--- src/rtl/updown_counter_param.sv ---
// Parametrised up/down counter with a runtime modulus (0..max_val), sync clear/load,
// wrap or saturate at the limits, and registered carry/borrow event pulses.
module updown_counter_param #(
  parameter int               WIDTH     = 4,
  parameter bit               SATURATE  = 1'b0,
  parameter logic [WIDTH-1:0] RESET_VAL = '0
) (
  input  logic             clk,
  input  logic             rst,
  input  logic             clr,
  input  logic             load,
  input  logic [WIDTH-1:0] din,
  input  logic             up,
  input  logic             down,
  input  logic [WIDTH-1:0] max_val,
  output logic [WIDTH-1:0] count,
  output logic             carry,
  output logic             borrow,
  output logic             at_max,
  output logic             at_min
);

  logic [WIDTH-1:0] cnt_nxt;
  logic             carry_nxt;
  logic             borrow_nxt;

  // ">=" rather than "==" so a modulus lowered beneath the current count
  // still counts as being at the limit.
  assign at_max = (count >= max_val);
  assign at_min = (count == '0);

  always_comb begin
    cnt_nxt    = count;
    carry_nxt  = 1'b0;
    borrow_nxt = 1'b0;
    if (clr) begin
      cnt_nxt = '0;
    end else if (load) begin
      cnt_nxt = (din > max_val) ? max_val : din;
    end else if (up) begin
      if (at_max) begin
        carry_nxt = 1'b1;
        cnt_nxt   = SATURATE ? max_val : '0;
      end else begin
        cnt_nxt = count + WIDTH'(1);
      end
    end else if (down) begin
      if (at_min) begin
        borrow_nxt = 1'b1;
        cnt_nxt    = SATURATE ? '0 : max_val;
      end else begin
        cnt_nxt = count - WIDTH'(1);
      end
    end
  end

  always_ff @(posedge clk or posedge rst) begin
    if (rst) begin
      count  <= RESET_VAL;
      carry  <= 1'b0;
      borrow <= 1'b0;
    end else begin
      count  <= cnt_nxt;
      carry  <= carry_nxt;
      borrow <= borrow_nxt;
    end
  end

endmodule
--- config.mk ---
export PLATFORM = sky130hd
export DESIGN_NAME = updown_counter_param
export DESIGN_NICKNAME = d
export VERILOG_FILES = /design/src/rtl/updown_counter_param.sv
export SDC_FILE = /design/constraint.sdc
export NUM_CORES = 1
export LEC_CHECK = 0
export ABC_AREA = 1
export BUFFER_PORTS_ARGS = -buffer_cell sky130_fd_sc_hd__buf_2
export CAP_MARGIN = 20
export CORE_AREA = 2 2 42 44
export DETAILED_ROUTE_END_ITERATION = 8
export DIE_AREA = 0 0 44 46
export PLACE_DENSITY = 0.77
export SLEW_MARGIN = 20
export SYNTH_ARGS = -nofsm -noshare
export SYNTH_HDL_FRONTEND = slang
export SYNTH_SLANG_ARGS = --single-unit
--- constraint.sdc ---
create_clock -name clk -period 2.3 [get_ports clk]
set_input_delay 0.23 -clock clk [delete_from_list [all_inputs] [get_ports clk]]
set_output_delay 0.23 -clock clk [all_outputs]
set_load 0.005 [all_outputs]
[Word level (Yosys, flattened, before mapping)]
Index checks and enable logic that the tools add are counted.
Operators by class
  order comparisons: 2
  mux-type cells: 16
  reductions and logical operators: 2
  add/subtract/negate cells: 2
Operator list (number)
  two-way mux 4 bit: 7
  two-way mux 1 bit: 9
  adder 4 x 1 -> 4 bit, second input constant: 1
  >= comparator 4 bit: 1
  > comparator 4 bit: 1
  logical NOT 4 bit: 1
  nonzero test 4 bit: 1
  subtractor 4 x 1 -> 4 bit, second input constant: 1
Storage, ports and cells
  output and inout port bits: 8
  word-level logic and storage cells: 25
  input port bits: 14
  register bits after elaboration: 6

[Longest topological paths before layout]
  depth after elaboration: 6
  mapped depth: 12
  mapped depth without buffers: 12

[Least setup slack after synthesis]
Ideal clock, no wire load.
  path type: reg2reg
  start point: register count[3]
  end point: register count[3]
  slack: 0.780 ns
  clock period less this slack: 1.520 ns
  path buffers: 0
  library setup time: 0.117 ns
  required time: 2.183 ns
  arrival: 1.402 ns
  stages on the path, launching flop included: 11
  path through: dfrtp_1 -> ha_1 -> nand2_1 -> inv_2 -> nand3_1 -> nand3_1 -> inv_2 -> nand2_1 -> nand2_1 -> nand3_1 -> nand2_1
On the way
  elaborated cells on any way between the ends: 10
  those cells by class: add/sub: 2; order compare: 1; mux: 6; reduce/logical: 1
RTL lines
  from (decl): RTL line 16  | output logic [WIDTH-1:0] count,
  from (signal assigned): RTL line 63  | count <= cnt_nxt;
  >= comparator 4 bit: RTL line 29  | assign at_max = (count >= max_val);
  named net at_max: RTL line 19  | output logic at_max,
  two-way mux 4 bit: RTL line 41  | if (at_max) begin
  two-way mux 4 bit: RTL line 40  | end else if (up) begin
  two-way mux 4 bit: RTL line 38  | end else if (load) begin
  two-way mux 4 bit: RTL line 36  | if (clr) begin
The timed path passes the listed nets, and every way through them passes these cells. The select of a mux whose other input is x is not followed.
A chain may end at the register's enable or synchronous reset.

[Worst setup path in the final report]
  start point: register count[2]
  end point: output at_max
On the way
  longest elaborated chain between the ends: 1
RTL lines (RTL line)
  >= comparator 4 bit: 29
  to (decl): 19
No other way between the ends.

==> summary.txt <==
Outcome
  • Outcome: finished clean

Floorplanning
  • Die H: 46 um
  • Initial core utilization: 48.4%
  • Ports: 22
  • FP Rows: 15
  • Die width: 44 um
  • Die area: 0.00202 mm2
  • Core area: 0.00161 mm2

Worst setup path
  • Crit-path max FO: 10
  • Max incr delay on CP: 580 ps
  • Worst Reg-to-Reg Cells: 10
  • Crit end category: output port
  • CP required: 2070 ps
  • Top cell by count, worst path: nand3_1
  • Crit path kind: flip-flop to output port
  • R2r setup slk: 600 ps
  • Startpoint types: flip-flop
  • CP Cell Sequence: ha_1, nand2_1, inv_2, nand3_1, nand3_1, buf_2
  • Crit path DAT: 1730 ps
  • Slowest CP cell: dfrtp_1

Clock network
  • Clk sinks: 6
  • CTS buffer count: 3
  • H-Tree Depth: 1
  • CTS tree: done
  • Clock transition at path regs: 50 ps
  • Clk Latency, worst-skew pair: 240 ps
  • Number of gates resized after CTS: 0
  • Clock tree buffer depth: 2
  • Root buffer cell: clkbuf_4

Global routing
  • Grt ovf: 0
  • Vias in the first global route: 725
  • Met2 GRT Util: 35.6%
  • GR Util met3: 1.19%
  • All-layer global routing usage: 20.4%
  • Gr busiest metal: met2
  • Initial antenna violation count: 0
  • First-pass GRT wire length: 3080 um
  • M1 GR Usage: 27.3%
  • Largest net degree at the start of global routing: 12

Detailed routing
  • WL final: 1850 um
  • Drt initial violations: 18
  • Pre-antenna DRT Iters: 4
  • Via density: 5.10
  • DRC errors left: 0
  • Via count: 831
  • DR WL/cell: 11.3 um
  • Post-DRT Antenna Nets: 0

Placement
  • Final GP Congestion: 0.879
  • Worst slack, placed: 606 ps
  • IO buf count: 21
  • Dpl hpwl: 1570 um

Synthesis
  • Yosys cell types: 20
  • Warnings from Yosys: 0
  • Synthesized cell area: 782 um2
  • Synthesized flop and latch total: 6
  • Mapped Avg Cell Area: 6.36 um2
  • Register area share after synthesis: 19.2%
  • Synth Instances: 123
  • Mapped Nets: 147

Timing
  • Max_slew headroom: 72.6%
  • Min Tclk post-route: 1960 ps
  • Final cycle utilization of the critical path: 85.3%
  • Final Setup Violations: 0
  • RSZ-0062 raised after global routing: false
  • Fin. max-slew vios: 0
  • Slew @ Worst Pin: 411 ps
  • Setup TNS Final: 0 ps
  • Final setup margin: 338 ps
  • Max Freq: 510 MHz
  • Clock skew: 0.234 ps
  • Hold violation count in the final report: 0

Layout
  • Proportion of layout cells with a drive suffix above 1: 24.0%
  • Final layout net count: 172
  • P&R area growth vs syn: 17.9%
  • Util after Layout: 57.1%
  • Leading cell type in the layout, fill and taps excluded: nand2_1
  • Ant diodes: 0
  • Commonest non-fill, non-tap cells in the layout: nand2_1, nand3_1, buf_2
  • Fillers: 166

Power
  • VDD IR max: 350 uV
  • Power Dens Cells: 479 mW/mm2
  • Leakage: 0.548 nW

Hold path
  • Hold depth: 2
  • Hold Crit Class: input port to flip-flop

Flow run
  • Max cap viols: 0
-- synthesized netlist by cell type --
master	instances	area share (%)
nand2_1	35	17
nand3_1	22	14
inv_1	15	7.2
ha_1	10	16
nor2_1	10	4.8
dfrtp_1	6	19
inv_2	5	2.4
a21oi_1	3	1.9
nand4_1	3	2.4
nor2_2	3	2.4
nor3_1	2	1.3
a21oi_2	1	1.1
buf_4	1	0.96
buf_6	1	1.4
clkinv_1	1	0.48
nor3_4	1	2.1
nor4_4	1	2.7
o21ai_1	1	0.64
o21bai_1	1	0.96
xor2_1	1	1.1
-- final cells by class --
cell class                      count  area [um2]  area share, %
Clock buffer                        3        22.5           2.44
Timing Repair Buffer               22         115           12.5
Tap cell                           17        21.3           2.31
Sequential cell                     6         150           16.3
Multi-Input combinational cell     94         534           57.9
Inverter                           21        78.8           8.55
-- state kept, by name, indices dropped and copies added, names as in the netlist --
name / cells
borrow: 1
carry: 1
count: 4
-- layer usage --
layer | part of all wire, % | wire length, um
met1 | 48 | 894
met2 | 49 | 907
met3 | 2.2 | 40
met4 | 0.22 | 4
met5 | 0 | 0
-- final timing paths --
check,from,to
setup / recovery,count[2],at_max
hold / removal,clr,borrow
setup reg to reg,count[2],count[3]
hold reg to reg,count[0],count[0]
max in group asynchronous,rst,count[0]
min in group asynchronous,rst,count[2]
-- per-stage QoR --
step	power (W)	hold slack (ps)	area, um2	cells
after floorplan	0.000284	21.0	782	123
after global placement	0.000343	151	890	159
after detailed placement	0.000347	158	890	159
after CTS	0.000445	242	922	163
after global routing	0.000483	262	922	163
final	0.000441	246	922	163
-- critical path: cells and delay by family, from the launching register on --
kind	cells	cell delay (ps)
buf+inv	2	210
fa+ha+maj	1	320
flops	1	580
simple gates	3	380
-- timing repair --
action,CTS,global route
setup buffers,0,0
hold buffers,1,0
setup endpoints to repair,0,0
endpoints found under the hold margin,6,0
-- kinds of logic after synthesis --
family	synth area share [%]
AND/OR/NAND/NOR	46.6
buffers and inverters	12.5
adder cells (fa/ha/maj)	16.0
AO/OA/AOI/OAI	4.64
flip-flops	19.2
XOR/XNOR	1.12
-- power breakdown --
| part | switching, W | internal [W] |
|---|---|---|
| combinational | 0.000124 | 0.0000850 |
| sequential | 0.0000219 | 0.000115 |
| clock | 0.0000366 | 0.0000590 |
Note: power is estimated with default switching activity, not from simulation.
